## config.mk

```make
export PLATFORM = sky130hd
export DESIGN_NAME = mem_stage
export DESIGN_NICKNAME = d
export VERILOG_FILES = /design/src/rtl/mem_stage.sv
export SDC_FILE = /design/constraint.sdc
export NUM_CORES = 1
export LEC_CHECK = 0
export CORE_ASPECT_RATIO = 0.75
export CORE_UTILIZATION = 43
export CTS_BUF_LIST = sky130_fd_sc_hd__clkbuf_16
export DETAILED_ROUTE_END_ITERATION = 16
export GPL_TIMING_DRIVEN = 0
export PLACE_DENSITY = 0.83
export SLEW_MARGIN = 20
export SYNTH_ARGS = -nofsm -noshare
export SYNTH_HDL_FRONTEND = slang
export SYNTH_SLANG_ARGS = --single-unit
```

## constraint.sdc

```tcl
create_clock -name clock -period 2 [get_ports clock]
set_input_delay 0.5 -clock clock [delete_from_list [all_inputs] [get_ports clock]]
set_output_delay 0.5 -clock clock [all_outputs]
set_load 0.05 [all_outputs]
```

## src/rtl/mem_stage.sv

```systemverilog
// MIPS pipeline memory-access stage: issues req/ack RAM transactions for loads/stores and
// produces the registered MEM/WB bundle. Optional macro MEM_ALIGN_CHECK_EN traps misaligned accesses.
module mem_stage #(
    parameter int DATA_W = 32,
    parameter int ADDR_W = 32,
    parameter int REG_W  = 5
) (
    input  logic              clock,
    input  logic              reset,
    input  logic              ex_valid,
    input  logic [DATA_W-1:0] ex_aluout,
    input  logic [DATA_W-1:0] ex_regb,
    input  logic [REG_W-1:0]  ex_rd,
    input  logic              ex_regwrite,
    input  logic              ex_memread,
    input  logic              ex_memwrite,
    input  logic              ex_memtoreg,
    output logic              stall,
    output logic              mem_req,
    output logic              mem_we,
    output logic [ADDR_W-1:0] mem_addr,
    output logic [DATA_W-1:0] mem_wdata,
    input  logic              mem_ack,
    input  logic [DATA_W-1:0] mem_rdata,
    output logic              mem_wb_valid,
    output logic [DATA_W-1:0] mem_wb_data,
    output logic [REG_W-1:0]  mem_wb_rd,
    output logic              mem_wb_regwrite,
    output logic              align_err
);

    typedef enum logic {IDLE, BUSY} state_t;

    state_t              state;
    state_t              state_next;
    logic                accept;
    logic                is_mem;
    logic                misaligned;
    logic [ADDR_W-1:0]   addr_next;

    logic [REG_W-1:0]    lat_rd;
    logic                lat_regwrite;
    logic                lat_memtoreg;
    logic [DATA_W-1:0]   lat_aluout;

    assign accept = ex_valid && (state == IDLE);
    assign is_mem = ex_memread || ex_memwrite;
    assign stall  = (state == BUSY);

`ifdef MEM_ALIGN_CHECK_EN
    assign misaligned = is_mem && (ex_aluout[1:0] != 2'b00);
    assign addr_next  = ADDR_W'(ex_aluout);
`else
    // Without the trap every access is silently forced onto a word boundary.
    assign misaligned = 1'b0;
    assign addr_next  = ADDR_W'(ex_aluout) & ~ADDR_W'(3);
`endif

    always_ff @(posedge clock) begin
        if (reset) begin
            state <= IDLE;
        end else begin
            state <= state_next;
        end
    end

    always_comb begin
        state_next = state;
        case (state)
            IDLE: if (accept && is_mem && !misaligned) state_next = BUSY;
            BUSY: if (mem_ack) state_next = IDLE;
            default: state_next = IDLE;
        endcase
    end

    // Retirement outputs pulse for one cycle; data/rd hold between retirements.
    always_ff @(posedge clock) begin
        if (reset) begin
            mem_req         <= 1'b0;
            mem_we          <= 1'b0;
            mem_addr        <= '0;
            mem_wdata       <= '0;
            mem_wb_valid    <= 1'b0;
            mem_wb_data     <= '0;
            mem_wb_rd       <= '0;
            mem_wb_regwrite <= 1'b0;
            align_err       <= 1'b0;
            lat_rd          <= '0;
            lat_regwrite    <= 1'b0;
            lat_memtoreg    <= 1'b0;
            lat_aluout      <= '0;
        end else begin
            mem_wb_valid    <= 1'b0;
            mem_wb_regwrite <= 1'b0;
            align_err       <= 1'b0;
            case (state)
                IDLE: begin
                    if (accept) begin
                        if (is_mem && !misaligned) begin
                            mem_req      <= 1'b1;
                            mem_we       <= ex_memwrite;
                            mem_addr     <= addr_next;
                            mem_wdata    <= ex_regb;
                            lat_rd       <= ex_rd;
                            lat_regwrite <= ex_regwrite;
                            lat_memtoreg <= ex_memtoreg;
                            lat_aluout   <= ex_aluout;
                        end else begin
                            mem_wb_valid    <= 1'b1;
                            mem_wb_data     <= ex_aluout;
                            mem_wb_rd       <= ex_rd;
                            mem_wb_regwrite <= ex_regwrite && !misaligned;
                            align_err       <= misaligned;
                        end
                    end
                end
                BUSY: begin
                    if (mem_ack) begin
                        mem_req         <= 1'b0;
                        mem_wb_valid    <= 1'b1;
                        mem_wb_data     <= lat_memtoreg ? mem_rdata : lat_aluout;
                        mem_wb_rd       <= lat_rd;
                        mem_wb_regwrite <= lat_regwrite;
                    end
                end
                default: ;
            endcase
        end
    end

endmodule

```

# Yosys cells after proc, flatten, opt, wreduce, memory -nomap -nowiden
# Index checks and enable logic that the tools add are counted.
# totals
regBits	143
input_bits	109
out_inout_bits	107
wordCells	48
# op_classes
eq_ne	4
mux	24
bitwise_logic	1
n_reduce_logical	6
# ops
operator	count
$mux W32	4
$pmux W32 S2	1
$mux W5	3
$mux W1	11
$pmux W5 S2	1
$reduce_and A3 Y1	3
$ne A2 B2 Y1 const B	4
$pmux W1 S2	4
$logic_and A1 B1 Y1	2
$logic_or A1 B1 Y1	1
$not A1 Y1	1

# Depth between registers and ports, before layout
# depth
ltp_word	5
mapped_depth	6
ltp_nobuf	3

# Least setup slack after synthesis
# OpenSTA, ideal clock, no wires.
# synth_path
kind	register -> register
startpoint	reg state (netlist: stall)
endpoint	reg mem_wb_data[0]
setup_ns	0.118
arrival_ns	1.647
required_time_ns	1.882
setup_slack_ns	0.235
path_stages_with_launch	6
n_path_buf	3
synth_period_minus_slack_ns	1.765
path_cell_list	dfxtp_1 > buf_6 > buf_2 > buf_2 > mux2i_1 > o2bb2ai_2
# synth_between
elab_chain_len	4
elab_cells_between_ends	7
cone_classes	eq/ne: 3; mux: 1; bitwise: 1; reduce/logical: 2
# synth_rtl
element	line_no	text
start: declaration	34	state_t state;
start signal: assignment	63	state <= state_next;
$not A1 Y1 (no source line)	n/a	
$logic_and A1 B1 Y1	46	assign accept = ex_valid && (state == IDLE);
$ne A2 B2 Y1 (no source line)	n/a	
$reduce_and A3 Y1 (no source line)	n/a	
end signal: assignment	110	mem_wb_data <= ex_aluout;
end signal: assignment	121	mem_wb_data <= lat_memtoreg ? mem_rdata : lat_aluout;
end: declaration	26	output logic [DATA_W-1:0] mem_wb_data,
# Several ways; a longest one is shown, not always the timed one.
# A chain may end at the register's enable or synchronous reset.

==> results.yml <==
timing:
  setup_viol: 0
  maxSlewHeadroom_pct: 48.5
  fmax_ghz: 0.520
  drv_slew: 0
  worstMarginPinSlew_ns: 0.772
  period_minus_slack_ns: 1.92
  min_period_over_period_pct: 96.2
  rsz0062_at_grt: "false"
  layout_setup_ws_ns: 0.0769
  hold_viol_final: 0
  setup-tns-final_ns: 0
  clock_skew_ns: 0.00702
critical_path:
  cp_slowest_cell: "dlygate4sd2_1"
  arrival_ns: 1.42
  worst_ep_required_time_ns: 1.50
  cp-end-kind: "output pin"
  path_max_fanout: 3
  crit_chain: "buf_4 -> dlygate4sd2_1"
  cp_slowest_stage_delay_ns: 0.52
  worstSetupPathType: "reg2out"
  cp-start-kind: "register"
global_routing:
  grt_pass1_vias: 5208
  grt_usage_pct: 27.2
  grt_antenna_before_repair: 0
  overflow: 0
  grt_max_degree: 17
  grt_pass1_wl_um: 26600
synthesis:
  ys_ff_latch: 113
  synth_area_um2: 5260
  yosys.area.top_type: "dfxtp_1"
  synthTopCellsByArea: "dfxtp_1 (43%), o2bb2ai_2 (8.3%), a21oi_1 (7.0%)"
  synth.avg_cell_area_um2: 9.58
  synthCells: 549
  yosys.area.top_type_share_pct: 43.0
  yosys_warnings: 0
  ys_types: 28
  yosysSeqAreaShare_pct: 43.0
cells_and_area:
  area_delta_synth_final_pct: 51.9
  layout_commonest_cell: "dfxtp_1"
  final_util_pct: 68.1
  postLayoutCellArea_um2: 7990
  nets: 890
  layout_common_cells: "dfxtp_1 (113), clkdlybuf4s50_1 (107), dlygate4sd2_1 (104)"
  antenna_cells: 0
  drive_gt1_share_pct: 14.5
clock_network:
  clock_path_buffers: 2
  htreeDepth: 4
  post_cts_buffers: 0
  cts.sinks: 113
  cts_root_buf: "clkbuf_16"
  postCtsHoldBufs: 0
  numCtsBuffers: 17
  path_clk_slew_ns: 0.05
  cts_tree: "yes"
  clkLatencyLatePin_ns: 0.41
die:
  pin_count: 216
  dieArea_um2: 12700
  die_height_um: 97.8
  rows: 34
  die_w_um: 130
  start_util_pct: 44.8
  core_area_um2: 11700
placed_design:
  dp_hpwl_um: 12400
  io_buffers: 211
  place_area_um2: 7580
  preCtsSetupSlack_ns: -0.494
  gp_congestion: 0.835
outcome:
  status: "finished, final reports clean"
detailed_routing:
  route.detailed.drc: 0
  ant_nets: 0
  dr.first_iter.drc_count: 270
  viasPerCell: 5.34
  drtPass1Iterations: 5
  vias: 5109
  wl_per_cell_um: 17.6
  totalWireLength_um: 16900
pwr:
  p_leak_uw: 0.00343
  p_total_uw: 6710
  peakVddDrop_uv: 528
  powerDensity_nw_per_um2: 840
job:
  maxCapViolCount: 0
hold_path:
  min_path_type: "reg2reg"
sequential cells by signal, indices dropped and copies added (netlist names):
| register | flops |
|---|---|
| lat_aluout | 32 |
| lat_memtoreg | 1 |
| lat_rd | 5 |
| lat_regwrite | 1 |
| mem_req | 1 |
| mem_wb_data | 32 |
| mem_wb_rd | 5 |
| mem_wb_regwrite | 1 |
| mem_wb_valid | 1 |
| mem_wdata | 32 |
| mem_we | 1 |
| stall | 1 |
synth_stat cells (all sizes together):
master	number
o21ai	73
nand2b	2
nor3	6
buf	62
and2	1
or2	1
a211oi	5
o21bai	1
a22oi	1
mux2i	37
nor2b	1
nand3	71
mux2	32
nor4b	1
o2bb2ai	32
nor2	2
conb	1
nand2	4
a21oi	74
inv	2
dfxtp	113
clkbuf	27
worst paths after layout:
path | startpoint | end | slack (ns) | cells past startpoint
hold reg to reg | mem_req | mem_req | 0.47 | 2
setup / recovery | lat_aluout[24] | mem_addr[24] | 0.08 | 2
setup reg to reg | lat_memtoreg | mem_wb_data[19] | 0.21 | 5
hold / removal | mem_req | mem_req | 0.47 | 2
routing by layer:
layer / vias to the layer above / GRT usage (%) / wire length [um]
li1: 2430 / - / -
met1: 2448 / 32.6 / 7030
met2: 210 / 46.8 / 8220
met3: 21 / 7.18 / 1390
met4: 0 / 9.21 / 223
met5: - / 0 / 0
layout make-up:
cell class	count	area, um^2
Buffer	89	528
Multi-Input combinational cell	347	2480
Fill cell	931	3750
Clock inverter	15	103
Inverter	2	7.51
Clock buffer	17	425
Timing Repair Buffer	211	1980
Sequential cell	113	2260
Tap cell	162	203
report_power, final:
| part | switching, uW | total [uW] | internal (uW) |
|---|---|---|---|
| Sequential | 84.1 | 2470 | 2390 |
| Clock | 1040 | 2710 | 1670 |
| Combinational | 949 | 1530 | 578 |
through the flow:
stage,hold WS (ns),std cells
after floorplan,0.455,551
after global placement,0.451,924
after detailed placement,0.451,924
after CTS,0.469,956
after global routing,0.480,956
final,0.466,956
worst max-delay path, delay by kind of cell (launching register included):
kind / cells / cell delay (ns)
buffers and inverters: 2 / 0.65
flip-flops: 1 / 0.37
repair_timing:
item | in CTS | in global routing
gates cloned | 0 | 0
gates resized for setup | 105 | 7
setup endpoints to repair | 134 | 8
cells by family after synthesis:
family	synth area share [%]
muxes	13.9
DFF	43.0
and+or+nand+nor	9.01
buffers and inverters	10.1
other	0.0713
AOI/OAI and AO/OA	24.0
Note: power is estimated with default switching activity, not from simulation.
